==> src/rtl/piso_pkg.sv <==
// piso_pkg: shared FSM state type and default word width for the serializer
package piso_pkg;
  localparam int DEFAULT_WIDTH = 8;
  typedef enum logic [1:0] {IDLE, SHIFT, DONE} state_t;
endpackage

==> src/rtl/piso_bit_cnt.sv <==
// piso_bit_cnt: bit counter with sync clear, load-to-1, increment and clock enable
module piso_bit_cnt #(
  parameter int W = 4
) (
  input  logic         clk,
  input  logic         reset,
  input  logic         en,
  input  logic         clr,
  input  logic         load,
  input  logic         inc,
  output logic [W-1:0] cnt
);
  logic [W-1:0] cnt_d, cnt_q;
  always_comb cnt_d = !en ? cnt_q : clr ? '0 : load ? W'(1) : inc ? cnt_q + W'(1) : cnt_q;
  always_ff @(posedge clk) begin
    if (reset) cnt_q <= '0;
    else cnt_q <= cnt_d;
  end
  assign cnt = cnt_q;
endmodule

==> src/rtl/piso_tx.sv <==
// piso_tx: parallel-in serial-out transmitter, MSB first, with registered valid and done
module piso_tx
  import piso_pkg::*;
#(
  parameter int WIDTH = DEFAULT_WIDTH
) (
  input  logic             clk,
  input  logic             reset,
  input  logic             en,
  input  logic             start,
  input  logic [WIDTH-1:0] din,
  output logic             ready,
  output logic             sout,
  output logic             sout_valid,
  output logic             done
);
  localparam int CW = $clog2(WIDTH + 1);
  state_t           state_d, state_q;
  logic [WIDTH-1:0] shreg_d, shreg_q;
  logic             sout_d, sout_q, sout_valid_d, sout_valid_q, done_d, done_q;
  logic             cnt_clr, cnt_load, cnt_inc;
  logic [CW-1:0]    cnt;
  piso_bit_cnt #(.W(CW)) u_cnt (
    .clk   (clk),
    .reset (reset),
    .en    (en),
    .clr   (cnt_clr),
    .load  (cnt_load),
    .inc   (cnt_inc),
    .cnt   (cnt)
  );
  always_comb begin
    state_d      = state_q;
    shreg_d      = shreg_q;
    sout_d       = sout_q;
    sout_valid_d = sout_valid_q;
    done_d       = done_q;
    cnt_clr      = 1'b0;
    cnt_load     = 1'b0;
    cnt_inc      = 1'b0;
    if (en) begin
      case (state_q)
        IDLE: if (start) begin
          state_d      = SHIFT;
          sout_d       = din[WIDTH-1];
          sout_valid_d = 1'b1;
          shreg_d      = {din[WIDTH-2:0], 1'b0};
          cnt_load     = 1'b1;
        end
        SHIFT: if (cnt == CW'(WIDTH)) begin
          state_d      = DONE;
          sout_d       = 1'b0;
          sout_valid_d = 1'b0;
          done_d       = 1'b1;
          cnt_clr      = 1'b1;
        end else begin
          sout_d  = shreg_q[WIDTH-1];
          shreg_d = {shreg_q[WIDTH-2:0], 1'b0};
          cnt_inc = 1'b1;
        end
        DONE: begin
          state_d = IDLE;
          done_d  = 1'b0;
        end
        default: state_d = IDLE;
      endcase
    end
  end
  always_ff @(posedge clk) begin
    if (reset) begin
      state_q      <= IDLE;
      shreg_q      <= '0;
      sout_q       <= 1'b0;
      sout_valid_q <= 1'b0;
      done_q       <= 1'b0;
    end else begin
      state_q      <= state_d;
      shreg_q      <= shreg_d;
      sout_q       <= sout_d;
      sout_valid_q <= sout_valid_d;
      done_q       <= done_d;
    end
  end
  assign ready      = (state_q == IDLE);
  assign sout       = sout_q;
  assign sout_valid = sout_valid_q;
  assign done       = done_q;
endmodule

==> config.mk <==
export PLATFORM = sky130hd
export DESIGN_NAME = piso_tx
export DESIGN_NICKNAME = d
export VERILOG_FILES = /design/src/rtl/piso_pkg.sv /design/src/rtl/piso_bit_cnt.sv /design/src/rtl/piso_tx.sv
export SDC_FILE = /design/constraint.sdc
export NUM_CORES = 1
export LEC_CHECK = 0
export ABC_AREA = 1
export CAP_MARGIN = 20
export CORE_MARGIN = 2
export CORE_UTILIZATION = 35
export DETAILED_ROUTE_END_ITERATION = 6
export PLACE_DENSITY = 0.62
export SKIP_LAST_GASP = 1
export SLEW_MARGIN = 20
export SYNTH_ARGS = -nofsm -noshare
export SYNTH_HDL_FRONTEND = slang
export SYNTH_SLANG_ARGS = --single-unit
==> constraint.sdc <==
create_clock -name clk -period 1.4 [get_ports clk]
set_clock_uncertainty 0.2 [all_clocks]
set_input_delay 0.21 -clock clk [delete_from_list [all_inputs] [get_ports clk]]
set_output_delay 0.21 -clock clk [all_outputs]
set_load 0.1 [all_outputs]
==> key figures, run 1 <==
STA
  – Fin. max-slew vios: 0
  – Final setup viols: 13
  – Worst slew margin: 81.0%
  – Maximum clock rate: approximately 0.65 GHz
  – Period minus WS final: approximately 1.5 ns
  – Worst setup margin: -0.129 ns
  – Hold violation count in the final report: 0
  – RSZ-0062 raised after global routing: yes
  – Worst hold slack: around 0.29 ns
  – Measured slew at the worst slew-check pin: 0.285 ns
  – Fin crit share: 109%

Synthesis
  – Warnings from Yosys: 0
  – Mean post-synth cell area: between 6 and 7 um2
  – Post-Synth XOR/XNOR Area: 0%
  – Share of Yosys cell area claimed by the top area cell type: 39.7%
  – Yosys top cell by area: dfxtp_1
  – Area of the mapped netlist: 807 um2
  – Post-synthesis cell type count: 17
  – Syn_nets: ~130
  – Synth area leaders: dfxtp_1 (40%), nand2_1 (13%), nor2_1 (9.8%)
  – Mux contribution to synthesized area: 0%
  – Number of synthesized register bits: 16
  – Largest family of logic cells by synthesized area: simple AND/OR/NAND/NOR gates
  – Simple-gate area share of the yosys netlist: 37.4%
  – Post-synthesis adder-cell area fraction: ~3.1%
  – Compound-Gate Fraction of Synth Area: around an eighth
  – Part of the Yosys area used for sequential elements: between 30% and 40%
  – Post-Synthesis Cells: approximately 120

GRT
  – GRT Total Usage: roughly 18%
  – Initial antenna violation count: 0
  – Vias in the first global route: 786
  – GR Overflow Total: 0
  – Largest net degree at the start of global routing: 11
  – First-pass GRT wire length: 3540 um

Worst setup path
  – Worst path slowest cell: dfxtp_2
  – Worst setup EP type: output port
  – Data arrival, critical path: approximately 1.1 ns
  – Cell mode on critical path: buf_6
  – Worst path bufs/invs: 3
  – CP Max Fanout: 2
  – Critical path class: register to output port
  – CP Launch Type: register
  – Worst path max stage delay: approximately 0.35 ns
  – Crit path required time: 0.99 ns
  – Critical path cell sequence: buf_6, nor2_4, buf_6, buf_12
  – Cell family with most CP delay: buffers and inverters

Die
  – Num rows: 17
  – Core ar.: 2190 um2
  – I/O pin total: 16
  – Die area: ~2700 um2
  – Initial Util: a little under two fifths
  – Die Y: between 50 and 60 um
  – Die width: 52.0 um

Routing
  – Final WL: about 2100 um
  – Drt initial violations: 14
  – Routed length on met1: 973 um
  – Top Layer Used: met4
  – Via count: ~860
  – Met2 Routed Length: 1060 um
  – First-pass detailed-route iteration total: 4
  – DRT antenna net count: 0
  – DR WL/cell: 11.7 um
  – Met3 wire len: 74 um
  – Via density: 4.73
  – Number of remaining DRC errors: 0

Power and ir drop
  – P_int: around 790 uW
  – Clock power frac: between 20 and 30%
  – Switching power: 364 uW
  – Sw frac: between 30% and 40%
  – Static Leakage: about 0.59 nW
  – Pwr Density: between 800 and 900 nW/um2
  – Gate power share: about 28%
  – Sequential share of power: between 40 and 50%
  – Peak VDD IR: between 600 and 700 uV

Run
  – # Max-Cap Violations: 0

Final layout
  – Multi-input logic area: roughly 560 um2
  – Area growth syn-to-layout: 68.2%
  – Fill cells: 200
  – Most common cell after layout, fill and taps aside: nand2_1
  – Ant diodes: 0
  – Non-Filler Instances: approximately 180
  – Register area: 327 um2
  – Fraction of layout cells with a size suffix above 1: 37.7%
  – Most frequent cells in the layout: nand2_1 (28), nor2_1 (12), buf_4 (12)
  – Nets: 169
  – Design area: between 1000 and 1500 um2

Placed design
  – Number of port buffers: 15
  – DP Area: 1150 um2
  – Final RePlAce weighted congestion: around 0.81
  – Placed Cells: around 170
  – HPWL after DPL: 1490 um

Clocking
  – H-tree Lvls: 1
  – Number of hold-repair buffers added at the cts stage: 0
  – Clock Sinks: 16
  – Clk slew on worst S/H paths: 0.10 ns
  – Clock Path Buffers: 2
  – CTS tree: done
  – Clock Tree Root: clkbuf_4
  – Latest clock arrival within the worst-skew pair: between 0.2 and 0.3 ns
  – Num CTS Buffers: 3

Run status
  – Status: complete, but fails checks
  – Failing checks: negative setup slack

Min path
  – Hold Crit Class: register to register
per-stage QoR:
| stage | power, mW | TNS, ns | util, % | worst slack [ns] |
|---|---|---|---|---|
| after floorplan | 0.669 | -4.34 | - | -0.363 |
| after global placement | 0.779 | -4.07 | 52.7 | -0.309 |
| after detailed placement | 0.786 | -4.53 | 52.7 | -0.346 |
| after CTS | 1.14 | -0.765 | 60.9 | -0.139 |
| after global routing | 1.21 | -1.46 | 62.0 | -0.168 |
| final | 1.15 | -0.508 | 62.0 | -0.129 |
per-layer routing:
metal	track usage (%)	up-vias
li1	-	449
met1	22.7	393
met2	29.3	16
met4	7.46	0
met3	3.45	3
met5	0	-
cells in the mapped netlist:
library cell / number
o21ai_0: 9
nor2_1: 21
a21oi_1: 10
nor2_2: 2
ha_1: 2
nand4_1: 2
nand3_1: 4
inv_6: 1
nand2_2: 2
o31ai_1: 1
clkinv_1: 1
nand2_1: 29
inv_1: 12
nor3_1: 1
dfxtp_1: 16
nand2_4: 3
nand3_4: 1
state kept, by name, indices dropped and copies added (netlist names):
register / flops
shreg_q: 7
sout: 1
sout_valid: 1
u_cnt.cnt: 4
done: 1
state_q: 2
cells by family after synthesis:
| logic type | after synthesis |
|---|---|
| simple gates | 65 |
| compound gates | 20 |
| flops | 16 |
| buf+inv | 14 |
| fa+ha+maj | 2 |
worst register-to-register path: cells and delay by family, from the launching register on:
family                 cells  cell delay (ns)
DFF                        1             0.35
and+or+nand+nor            5             0.45
buffers and inverters      4             0.36
cell type report:
class | instances | share of cell area (%)
repair buffers | 32 | 24.8
clock buffers | 4 | 2.67
flip-flops and latches | 16 | 24.1
inverters | 14 | 4.98
well taps | 28 | 2.58
multi-input cells | 88 | 40.9
power by group through the flow:
stage | registers, mW | logic [mW] | clock network [mW]
floorplan | 0.544 | 0.125 | 0
global placement | 0.514 | 0.265 | 0
detailed placement | 0.516 | 0.269 | 0
CTS | 0.510 | 0.307 | 0.325
global route | 0.517 | 0.344 | 0.349
finish | 0.513 | 0.319 | 0.320
worst paths after layout:
check	startpoint	to	slack (ns)	depth (start not counted)
worst max-delay path	state_q[1]	ready	-0.13	4
worst min-delay path	shreg_q[5]	shreg_q[5]	0.29	2
worst max register to register	state_q[1]	shreg_q[5]	-0.05	9
worst min register to register	shreg_q[5]	shreg_q[5]	0.29	2
repair_timing:
action | 4_1_cts | 5_1_grt
gates resized for setup | 32 | 7
gates cloned | 1 | 0
endpoints found under the setup margin | 15 | 16
endpoints found under the hold margin | 0 | 0
buffers inserted | 3 | 0
pin swaps | 10 | 7
Note: power is estimated with default switching activity, not from simulation.
==> inputs of run 2 (changes only) <==
clock period = 1.25 ns   (was 1.4 ns; I/O delays follow)
==> key figures, run 2 (synthesis gave the netlist of run 1 again) <==
Final layout
  – Final core utilization: 61.3% (-0.69 points)
  – Design area: 1340 um2 (-1.1%)
  – Fill cells: 194 (-3.0%)
  – Nets: 166 (-1.8%)
  – Max FFs per register: 7 (unchanged)
  – Fraction of layout cells with a size suffix above 1: 40.7% (+3.0 points)
  – Most common cell after layout, fill and taps aside: nand2_1
  – Area growth syn-to-layout: 66.4%
  – Reg with most FFs: shreg_q
  – Ant diodes: 0 (unchanged)
  – Most frequent cells in the layout: nand2_1 (27), nor2_1 (14), clkdlybuf4s50_1 (11)

Power and ir drop
  – Pwr Density: 899 nW/um2 (+5.9%)
  – Peak VDD IR: 643 uV (+6.5%)
  – Static Leakage: 0.574 nW (-3.4%)
  – Final Total Pwr: 1.21 mW (+4.7%)

GRT
  – Vias in the first global route: 841 (+7.0%)
  – GR Overflow Total: 0 (unchanged)
  – GRT Total Usage: 17.0% (-0.90 points)
  – Initial antenna violation count: 0 (unchanged)
  – First-pass GRT wire length: 3470 um (-1.9%)
  – Largest net degree at the start of global routing: 11 (unchanged)

Placed design
  – Place WS: -0.447 ns (-0.101 ns)
  – Number of port buffers: 15 (unchanged)
  – DP Area: 1160 um2 (+0.22%)
  – Final RePlAce weighted congestion: 0.914 (+12%)
  – HPWL after DPL: 1440 um (-3.6%)

Die
  – I/O pin total: 16 (unchanged)
  – Die area: 2710 um2 (unchanged)
  – Core ar.: 2190 um2 (unchanged)
  – Die Y: 52.0 um (unchanged)
  – Die width: 52.0 um (unchanged)
  – Initial Util: 36.8% (unchanged)
  – Num rows: 17 (unchanged)

STA
  – Measured slew at the worst slew-check pin: 0.308 ns (+0.0234 ns)
  – Maximum clock rate: 0.683 GHz
  – Final setup viols: 17 (+4)
  – RSZ-0062 raised after global routing: yes
  – Fin crit share: 117%
  – Worst slew margin: 79.4% (-1.6 points)
  – Hold violation count in the final report: 0 (unchanged)
  – Period minus WS final: approximately 1.5 ns
  – Worst setup margin: -0.213 ns (-0.0843 ns)
  – Fin. max-slew vios: 0 (unchanged)
  – Worst hold slack: 0.282 ns (-0.00518 ns)

Clocking
  – Clock Path Buffers: 2 (unchanged)
  – Clock Sinks: 16 (unchanged)
  – Clk slew on worst S/H paths: 0.09 ns (about the same)
  – Clock Tree Root: clkbuf_4
  – CTS tree: done
  – Number of hold-repair buffers added at the cts stage: 0 (unchanged)
  – H-tree Lvls: 1 (unchanged)
  – Num CTS Buffers: 3 (unchanged)
  – Latest clock arrival within the worst-skew pair: 0.29 ns (about the same)

Routing
  – Routed length on met1: 901 um (-7.4%)
  – First-pass detailed-route iteration total: 4 (unchanged)
  – Via density: 4.75 (+0.35%)
  – Met2 Routed Length: 1030 um (-2.4%)
  – DR WL/cell: 11.4 um (-2.8%)
  – Met3 wire len: 89 um (+20%)
  – Drt initial violations: 15 (+1)
  – Final WL: 2020 um (-4.9%)
  – DRT antenna net count: 0 (unchanged)
  – Via count: 845 (-1.9%)
  – Number of remaining DRC errors: 0 (unchanged)
  – Top Layer Used: met3

Worst setup path
  – Worst path max stage delay: 0.33 ns (-0.02 ns)
  – Data arrival, critical path: 1.08 ns (-0.04 ns)
  – Cell family with most CP delay: buffers and inverters
  – Cell mode on critical path: buf_6
  – Crit path required time: 0.86 ns (-0.13 ns)
  – Critical path class: register to output port
  – Worst path bufs/invs: 3 (unchanged)
  – CP Launch Type: register
  – R2R Setup Slk: -0.19 ns (-0.14 ns)
  – Critical path cell sequence: buf_6, nor2_4, buf_6, buf_12
  – Worst path slowest cell: dfxtp_2
  – CP Max Fanout: 2 (unchanged)
  – Worst setup EP type: output port

Run
  – # Max-Cap Violations: 0 (unchanged)

Run status
  – Failing checks: negative setup slack
  – Status: complete, but fails checks

Min path
  – Hold Crit Class: register to register
-- run 2: cell types whose count changed in the layout (fill, tap and decap cells not counted), moves of 2 or more --
| cell | previous run | this run |
|---|---|---|
| inv_2 | 2 | 5 |
| a21oi_2 | 3 | 6 |
| a21oi_1 | 7 | 4 |
| nor2_1 | 12 | 14 |
| dfxtp_1 | 11 | 9 |
| nor2_4 | 6 | 3 |
| buf_4 | 12 | 9 |
| dfxtp_4 | 0 | 3 |
-- run 2: area by class of cell --
type | count | area, um2 | area share, %
Inverter | 14 | 60.1 | 4.47
Multi-Input combinational cell | 88 | 566 | 42.1
Timing Repair Buffer | 29 | 323 | 24.0
Tap cell | 28 | 35.0 | 2.61
Clock buffer | 3 | 22.5 | 1.68
Sequential cell | 16 | 337 | 25.1
-- run 2: power by group --
part           internal [mW]  leakage, nW  total (mW)  switching, mW
sequential             0.542        0.135       0.571         0.0291
clock                  0.112       0.0138       0.274          0.162
combinational          0.163        0.426       0.362          0.199
total                  0.817        0.574        1.21          0.390
-- run 2: layer usage --
metal	track usage, %	vias to the layer above
li1	-	443
met2	29.7	21
met5	0	-
met3	5.75	0
met1	19.4	381
met4	4.82	0
-- run 2: path summary, 6_finish.rpt --
path	from	to	cells past startpoint
worst min register to register	shreg_q[6]	shreg_q[6]	2
worst max-delay path	state_q[1]	ready	4
worst max register to register	u_cnt.cnt[0]	shreg_q[6]	9
worst min-delay path	shreg_q[6]	shreg_q[6]	2
-- run 2: what timing repair did --
item,CTS,global route
buffers inserted,1,1
pin swaps,7,2
setup endpoints to repair,17,19
resized for setup,24,18
cloned,1,0
-- run 2: worst min-delay path: stages (launching register included) --
cell	delay (ns)
dfxtp_1	0.33
nor2_2	0.08
nor2_1	0.04
-- run 2: metrics by stage --
stage	setup TNS, ns	cells
after global routing	-3.55	178
after detailed placement	-6.28	172
final	-2.32	178
after floorplan	-6.60	117
after global placement	-6.00	172
after CTS	-2.40	177
==> inputs of run 3 (changes only) <==
CTS_BUF_LIST = sky130_fd_sc_hd__clkbuf_8   (was default)
CTS_CLUSTER_DIAMETER = 100   (was default)
PLACE_DENSITY = default   (was 0.62)
==> key figures, run 3 (synthesis gave the netlist of run 1 again) <==
Run status
  – Status: complete, but fails checks
  – Failing checks: negative setup slack

STA
  – Worst hold slack: 0.293 ns (+0.0108 ns)
  – TNS Setup: -2.41 ns (-0.0899 ns)
  – Worst slew margin: 80.6% (+1.1 points)
  – Maximum clock rate: 0.679 GHz (-0.64%)
  – Final setup viols: 17 (unchanged)
  – Hold violation count in the final report: 0 (unchanged)
  – Period minus WS final: 1.47 ns (+0.00935 ns)
  – Worst setup margin: -0.223 ns (-0.00935 ns)
  – RSZ-0062 raised after global routing: yes
  – Fin. max-slew vios: 0 (unchanged)
  – Measured slew at the worst slew-check pin: 0.289 ns (-0.0191 ns)
  – Fin crit share: 118% (+0.75 points)

Min path
  – Hold Crit Class: register to register
  – Hold Crit Depth: 2 (unchanged)

Final layout
  – Nets: 168 (+1.2%)
  – Area growth syn-to-layout: 71.3%
  – Design area: 1380 um2 (+3.0%)
  – Most frequent cells in the layout: nand2_1 (27), nor2_1 (12), clkdlybuf4s50_1 (10), buf_4 (10), dfxtp_1 (9)
  – Max FFs per register: 7 (unchanged)
  – Final core utilization: 63.1% (+1.8 points)
  – Reg with most FFs: shreg_q
  – Fraction of layout cells with a size suffix above 1: 43.8% (+3.1 points)
  – Ant diodes: 0 (unchanged)
  – Fill cells: 183 (-5.7%)
  – Most common cell after layout, fill and taps aside: nand2_1

Routing
  – DR WL/cell: 12.3 um (+8.1%)
  – Via density: 4.76 (+0.32%)
  – DRT antenna net count: 0 (unchanged)
  – Number of remaining DRC errors: 0 (unchanged)
  – Final WL: 2220 um (+9.9%)
  – Drt initial violations: 21 (+6)
  – First-pass detailed-route iteration total: 5 (+1)
  – Via count: 862 (+2.0%)

Clocking
  – Clock Tree Root: clkbuf_8
  – H-tree Lvls: 1 (unchanged)
  – Number of hold-repair buffers added at the cts stage: 0 (unchanged)
  – CTS tree: done
  – Clk slew on worst S/H paths: 0.06 ns (-0.03 ns)
  – Clock Path Buffers: 2 (unchanged)
  – Clock Sinks: 16 (unchanged)
  – Num CTS Buffers: 3 (unchanged)
  – Latest clock arrival within the worst-skew pair: 0.25 ns (-0.04 ns)

Worst setup path
  – Data arrival, critical path: 1.09 ns (about the same)
  – CP Max Fanout: 2 (unchanged)
  – Worst setup EP type: output port
  – Crit path required time: 0.86 ns (about the same)
  – Critical path class: register to output port
  – R2r worst-path depth: 8 (-1)
  – CP Launch Type: register

GRT
  – Largest net degree at the start of global routing: 11 (unchanged)
  – Initial antenna violation count: 0 (unchanged)
  – Vias in the first global route: 801 (-4.8%)
  – GRT Total Usage: 18.0% (+1.0 points)
  – First-pass GRT wire length: 3550 um (+2.2%)
  – GR Overflow Total: 0 (unchanged)

Power and ir drop
  – Peak VDD IR: 935 uV (+45%)
  – Final Total Pwr: 1.39 mW (+15%)
  – Static Leakage: 0.599 nW (+4.4%)
  – Pwr Density: 1000 nW/um2 (+12%)

Placed design
  – HPWL after DPL: 1470 um (+1.7%)
  – Final RePlAce weighted congestion: 0.838 (-8.3%)
  – DP Area: 1160 um2 (unchanged)
  – Number of port buffers: 15 (unchanged)

Run
  – # Max-Cap Violations: 0 (unchanged)

Die
  – Num rows: 17 (unchanged)
  – Die area: 2710 um2 (unchanged)
  – Core ar.: 2190 um2 (unchanged)
  – Initial Util: 36.8% (unchanged)
  – Die Y: 52.0 um (unchanged)
  – Die width: 52.0 um (unchanged)
  – I/O pin total: 16 (unchanged)
## run 3: final timing paths
check	start	slack, ns	to
worst max-delay path	state_q[1]	-0.22	ready
worst min-delay path	shreg_q[1]	0.29	shreg_q[1]
worst max register to register	state_q[1]	-0.17	shreg_q[4]
worst min register to register	shreg_q[1]	0.29	shreg_q[1]
## run 3: timing repair
item	4_1_cts	5_1_grt
buffers inserted	1	3
cloned	1	0
gates resized for setup	27	17
setup endpoints to repair	17	17
pin swaps	8	5
## run 3: cell type report
cell class              count  area (um2)  share of cell area (%)
clock buffers               4        55.1                    3.98
flip-flops and latches     16         332                    24.0
well taps                  28        35.0                    2.53
inverters                  14        61.3                    4.43
repair buffers             31         340                    24.6
multi-input cells          88         559                    40.5
## run 3: layer usage
layer | track usage, % | vias up | wire, um
li1 | - | 452 | -
met1 | 19.7 | 389 | 912
met2 | 33.8 | 19 | 1200
met3 | 5.17 | 2 | 97
met4 | 3.95 | 0 | 10
met5 | 0 | - | 0
## run 3: power breakdown
group / internal, mW / switching [mW]
Clock: 0.280 / 0.183
Combinational: 0.157 / 0.193
Sequential: 0.544 / 0.0318
## run 3: through the flow
stage | setup WS, ns | instances
global placement | -0.441 | 172
global route | -0.259 | 181
CTS | -0.228 | 178
finish | -0.223 | 181
detailed placement | -0.446 | 172
floorplan | -0.513 | 117
## run 3: critical path, stage by stage (launching register included)
cell	delay (ns)
dfxtp_2	0.32
buf_6	0.11
nor2_4	0.11
buf_6	0.12
buf_12	0.16
